===== config.mk =====
export PLATFORM = sky130hd
export DESIGN_NAME = fetch_queue_unit
export DESIGN_NICKNAME = d
export VERILOG_FILES = /design/src/rtl/fetch_queue_unit.sv
export SDC_FILE = /design/constraint.sdc
export NUM_CORES = 1
export LEC_CHECK = 0
export ABC_AREA = 1
export CAP_MARGIN = 5
export CORE_UTILIZATION = 55
export CTS_CLUSTER_SIZE = 20
export DETAILED_ROUTE_END_ITERATION = 6
export PLACE_DENSITY = 0.87
export SLEW_MARGIN = 20
export SYNTH_ARGS = -nofsm -noshare
export SYNTH_HDL_FRONTEND = slang
export SYNTH_SLANG_ARGS = --single-unit
export TNS_END_PERCENT = 5

===== constraint.sdc =====
create_clock -name clk -period 10.55 [get_ports clk]
set_input_delay 2.11 -clock clk [delete_from_list [all_inputs] [get_ports clk]]
set_output_delay 2.11 -clock clk [all_outputs]
set_load 0.05 [all_outputs]

===== src/rtl/fetch_queue_unit.sv =====
// Instruction-fetch front end: owns the PC, drives a 1-cycle synchronous imem, queues returned words.
// Latency: first imem_rd in the first cycle after reset release, out_valid two cycles later; 1 instr/cycle sustained.
// Backpressure: out_ready=0 stalls the head; issue stops once queued + in-flight entries reach QDEPTH.
//
// Ports:
//   clk, reset                 clock, asynchronous active-high reset
//   imem_rd, imem_addr         read strobe and word address to instruction memory
//   imem_data                  read data, valid the cycle after imem_rd
//   redirect_en, redirect_pc   load new PC, flush queue and in-flight fetch
//   out_valid, out_ready       head-of-queue handshake
//   out_inst, out_pc, out_pcplus, opcode, fn, imm, rs2, rs1, rd   head entry and its pre-split fields
//   q_count                    entries currently held in the queue
module fetch_queue_unit #(
   parameter int          DBITS               = 32,
   parameter int          INST_BIT_WIDTH      = 32,
   parameter logic [31:0] START_PC            = 32'h40,
   parameter logic [31:0] INST_SIZE           = 32'd4,
   parameter int          IMEM_ADDR_BIT_WIDTH = 11,
   parameter int          QDEPTH              = 4
) (
   input  logic                           clk,
   input  logic                           reset,
   output logic                           imem_rd,
   output logic [IMEM_ADDR_BIT_WIDTH-1:0] imem_addr,
   input  logic [INST_BIT_WIDTH-1:0]      imem_data,
   input  logic                           redirect_en,
   input  logic [DBITS-1:0]               redirect_pc,
   output logic                           out_valid,
   input  logic                           out_ready,
   output logic [INST_BIT_WIDTH-1:0]      out_inst,
   output logic [DBITS-1:0]               out_pc,
   output logic [DBITS-1:0]               out_pcplus,
   output logic [3:0]                     opcode,
   output logic [3:0]                     fn,
   output logic [15:0]                    imm,
   output logic [3:0]                     rs2,
   output logic [3:0]                     rs1,
   output logic [3:0]                     rd,
   output logic [$clog2(QDEPTH):0]        q_count
);

   localparam int               PW     = $clog2(QDEPTH);
   localparam logic [DBITS-1:0] PC_INC = DBITS'(INST_SIZE);
   localparam logic [DBITS-1:0] PC_RST = DBITS'(START_PC);
   localparam logic [PW+1:0]    QD     = (PW+2)'(QDEPTH);
   localparam logic [PW-1:0]    PTR_ONE = PW'(1);

   logic [DBITS-1:0]          fetch_pc;
   logic [DBITS-1:0]          inflight_pc;
   logic                      inflight_v;
   logic [INST_BIT_WIDTH-1:0] q_inst [QDEPTH];
   logic [DBITS-1:0]          q_pc   [QDEPTH];
   logic [PW-1:0]             head;
   logic [PW-1:0]             tail;
   logic [PW:0]               count;
   logic [PW+1:0]             occupancy;
   logic                      issue;
   logic                      push;
   logic                      pop;

   // An in-flight fetch already owns a slot, so issuing only while
   // queued + in-flight < QDEPTH guarantees every return finds room.
   assign occupancy = {1'b0, count} + {{(PW+1){1'b0}}, inflight_v};
   assign issue     = !reset && !redirect_en && (occupancy < QD);
   assign imem_rd   = issue;
   assign imem_addr = fetch_pc[IMEM_ADDR_BIT_WIDTH+1:2];

   // A return arriving in a redirect cycle belongs to the old stream.
   assign push      = inflight_v && !redirect_en;
   assign out_valid = (count != '0);
   assign pop       = out_valid && out_ready;
   assign q_count   = count;

   always_ff @(posedge clk or posedge reset) begin
      if (reset) begin
         fetch_pc    <= PC_RST;
         inflight_pc <= '0;
         inflight_v  <= 1'b0;
         head        <= '0;
         tail        <= '0;
         count       <= '0;
      end else if (redirect_en) begin
         // Flush wins over any handshake this cycle; the popped head is
         // simply discarded along with the rest of the queue.
         fetch_pc   <= {redirect_pc[DBITS-1:2], 2'b00};
         inflight_v <= 1'b0;
         head       <= '0;
         tail       <= '0;
         count      <= '0;
      end else begin
         inflight_v <= issue;
         if (issue) begin
            inflight_pc <= fetch_pc;
            fetch_pc    <= fetch_pc + PC_INC;
         end
         if (push) begin
            tail <= tail + PTR_ONE;
         end
         if (pop) begin
            head <= head + PTR_ONE;
         end
         count <= count + {{PW{1'b0}}, push} - {{PW{1'b0}}, pop};
      end
   end

   // Payload storage needs no reset: slots are only read while count != 0.
   always_ff @(posedge clk) begin
      if (push) begin
         q_inst[tail] <= imem_data;
         q_pc[tail]   <= inflight_pc;
      end
   end

   assign out_inst   = q_inst[head];
   assign out_pc     = q_pc[head];
   assign out_pcplus = out_pc + PC_INC;
   assign opcode     = out_inst[3:0];
   assign fn         = out_inst[7:4];
   assign imm        = out_inst[23:8];
   // rs2 shares bits with the upper nibble of imm by ISA encoding.
   assign rs2        = out_inst[23:20];
   assign rs1        = out_inst[27:24];
   assign rd         = out_inst[31:28];

endmodule


==> impl_metrics.py <==
metrics = {
    "floorplan": {
        "die_area_um2": 27700,
        "boundaryPins": 216,
        "initial_utilization": 0.565,
        "core_region_area_um2": 26300,
        "die_w_um": 166,
        "placementRows": 59,
        "fp.dieH_um": 166,
    },
    "setup_path": {
        "worst_r2r_endpoint": "fetch_pc[15]",
        "endpoint_kind": "output pin",
        "cp.arrival_ps": 4840,
        "r2r_start": "q_count[1]",
        "worstPathMaxFanout": 80,
        "cp_data_required_time_ps": 8440,
        "worstSetupPathType": "in2out",
        "r2r_slack_ps": 7670,
        "cp-start-kind": "input pin",
        "crit_end": "imem_rd",
        "r2r_cells": 10,
        "setup.worst_path.start": "redirect_en",
    },
    "routing": {
        "vias_per_cell": 5.54,
        "wl_met3_mm": 2.68,
        "wire_per_inst_um": 17.7,
        "vias": 11200,
        "top_layer_used": "met4",
        "wl_met2_mm": 17.4,
        "first_pass_iters": 7,
        "remaining_drc_errors": 19,
        "detail-route-antenna-nets": 0,
        "wirelength_mm": 35.8,
        "drt-met1-wl_mm": 14.8,
        "drtIter0Drc": 1290,
    },
    "timing": {
        "slew_viol_final": 0,
        "rsz0062_at_grt": "false",
        "slew_headroom": 0.319,
        "setup_tns_ps": 0,
        "tightest_slew_ps": 1020,
        "fmax_mhz": 144,
        "setup_viol": 0,
        "finalWorstSetupSlack_ps": 3600,
        "fin_worst_skew_ps": 16.2,
        "min_period_ps": 6950,
        "timing_hold_violations_final": 0,
        "min_period_over_period": 0.659,
    },
    "power": {
        "vdd_drop_max_v": 0.000180,
        "p_per_area_nw_per_um2": 271,
        "p_leak_nw": 7.07,
    },
    "synthesis": {
        "synth_fa_ha_area_frac": 0.00893,
        "synth_top_family_by_area": "simple AND/OR/NAND/NOR gates",
        "syn_avg_cell_area_um2": 9.72,
        "ys_ff_latch": 316,
        "synth_common_cells": "nand2_1, edfxtp_1, nor2_1",
        "netlist_instances": 1528,
        "synth_xor_area_frac": 0.0206,
        "synthFlopType": "edfxtp_1",
        "synth_top_area_cell": "edfxtp_1",
        "synth_mux_area_frac": 0,
        "synth_edf_count": 248,
        "yosys_warnings": 0,
        "syn_area_um2": 14800,
        "synth_simple_gate_area_share": 0.214,
        "seq_area_frac_synth": 0.616,
        "synth.most_common_cell": "nand2_1",
        "synth_compound_area_frac": 0.0656,
        "ys_async_sr_fraction": 0.215,
        "synthTopCellsByArea": "edfxtp_1, nand2_1, dfrtp_1",
        "synth_top_area_frac": 0.502,
        "yosysUniqueCellTypes": 39,
    },
    "clocking": {
        "cts_root_buf": "clkbuf_16",
        "cts_max_path_buffers": 3,
        "cts_tree": "built",
        "cts_resized": 0,
        "cts_sinks": 316,
        "numCtsBuffers": 29,
        "cts_hold_buffers": 0,
        "clk_pin_slew_ps": 70,
        "insertion_delay_ps": 550,
        "postCtsSetupRepairBufs": 0,
        "cts_max_level": 1,
    },
    "finish": {
        "insertedDiodeCount": 0,
        "fin_nets": 1747,
        "drive_gt1_frac": 0.0567,
        "stdcell_area_um2": 17700,
        "areaGrowthSynthToFinish_pct": 19.5,
    },
    "global_routing": {
        "overflow": 0,
        "grt_pass1_vias": 10700,
        "antenna_found_initial": 0,
        "grt_pass1_wl_mm": 56.0,
        "grt_max_degree": 128,
        "grt_usage": 0.256,
    },
    "run_status": {
        "status": "finished, violations left",
        "violations": "design-rule violations",
    },
    "place": {
        "place_ws_ps": 3540,
        "port_buffers": 209,
        "gp_congestion": 0.891,
        "dp_hpwl_mm": 22.6,
        "placed_area_um2": 16800,
    },
    "min_path": {
        "hp-class": "reg2reg",
        "min_from": "inflight_pc[28]",
    },
    "job": {
        "cap_violations": 0,
    },
}
placed cells by master (no fill, tap or decap), drive strengths merged, types with 6 or more instances in the layout:
| cell type | instances |
|---|---|
| o211ai | 10 |
| inv | 108 |
| clkbuf | 40 |
| nor2 | 182 |
| nand2 | 475 |
| o221ai | 6 |
| xor2 | 32 |
| nand4 | 13 |
| dfrtp | 67 |
| a21oi | 7 |
| o22ai | 32 |
| ha | 9 |
| edfxtp | 248 |
| o21ai | 110 |
| o21bai | 6 |
| nand3 | 97 |
| clkdlybuf4s50 | 209 |
| buf | 10 |
| clkinv | 8 |
worst min-delay path by stage:
stage | to | slack [ps] | depth (start not counted)
after floorplan | q_pc[0][10] | 480 | 0
after global placement | q_pc[2][28] | 490 | 0
after detailed placement | q_pc[0][14] | 510 | 0
after CTS | q_pc[1][28] | 520 | 0
after global routing | q_pc[2][6] | 550 | 0
final | q_pc[3][28] | 520 | 0
flip-flops by register name (all words and copies together) (netlist names):
signal	cells
fetch_pc	30
head	2
inflight_pc	30
inflight_v	1
q_count	3
q_inst	128
q_pc	120
tail	2
worst max-delay path, stage by stage:
cell and delay (ps):
clkdlybuf4s50_1 450, buf_4 290, inv_1 310, nand3_1 170
nor2_1 60, nand2_2 50, buf_4 550, inv_1 100
clkdlybuf4s50_1 720
logic make-up after synthesis:
group,Yosys count
XOR/XNOR,35
AND/OR/NAND/NOR,777
adder cells (fa/ha/maj),10
buffers and inverters,216
other,1
flip-flops,316
AO/OA/AOI/OAI,173
layout make-up:
cell class | count | area (µm²)
clock inverters | 14 | 109
inverters | 104 | 398
flip-flops and latches | 316 | 9160
well taps | 335 | 419
fillers | 1916 | 8540
repair buffers | 219 | 2170
multi-input cells | 999 | 4630
clock buffers | 40 | 860
per-stage QoR:
| stage | std cells | util | power, W | hold WS (ps) |
|---|---|---|---|---|
| after floorplan | 1531 | - | 0.00317 | 476 |
| after global placement | 1973 | 0.638 | 0.00371 | 487 |
| after detailed placement | 1973 | 0.638 | 0.00376 | 508 |
| after CTS | 2027 | 0.675 | 0.00481 | 515 |
| after global routing | 2027 | 0.675 | 0.00501 | 548 |
| final | 2027 | 0.675 | 0.00481 | 521 |
metal layers:
metal  global-route usage  vias to the layer above
met1                0.351                     5301
met3               0.0274                       78
met5                    0                        -
li1                     -                     5323
met4               0.0733                        0
met2                0.436                      535
power by group:
group	switching, W	leakage [nW]	internal, W
Clock	0.000447	0.477	0.000597
Combinational	0.00148	3.51	0.000593
Sequential	0.000165	3.08	0.00153
Total	0.00209	7.07	0.00272
Power figures use the tool's default switching activity.
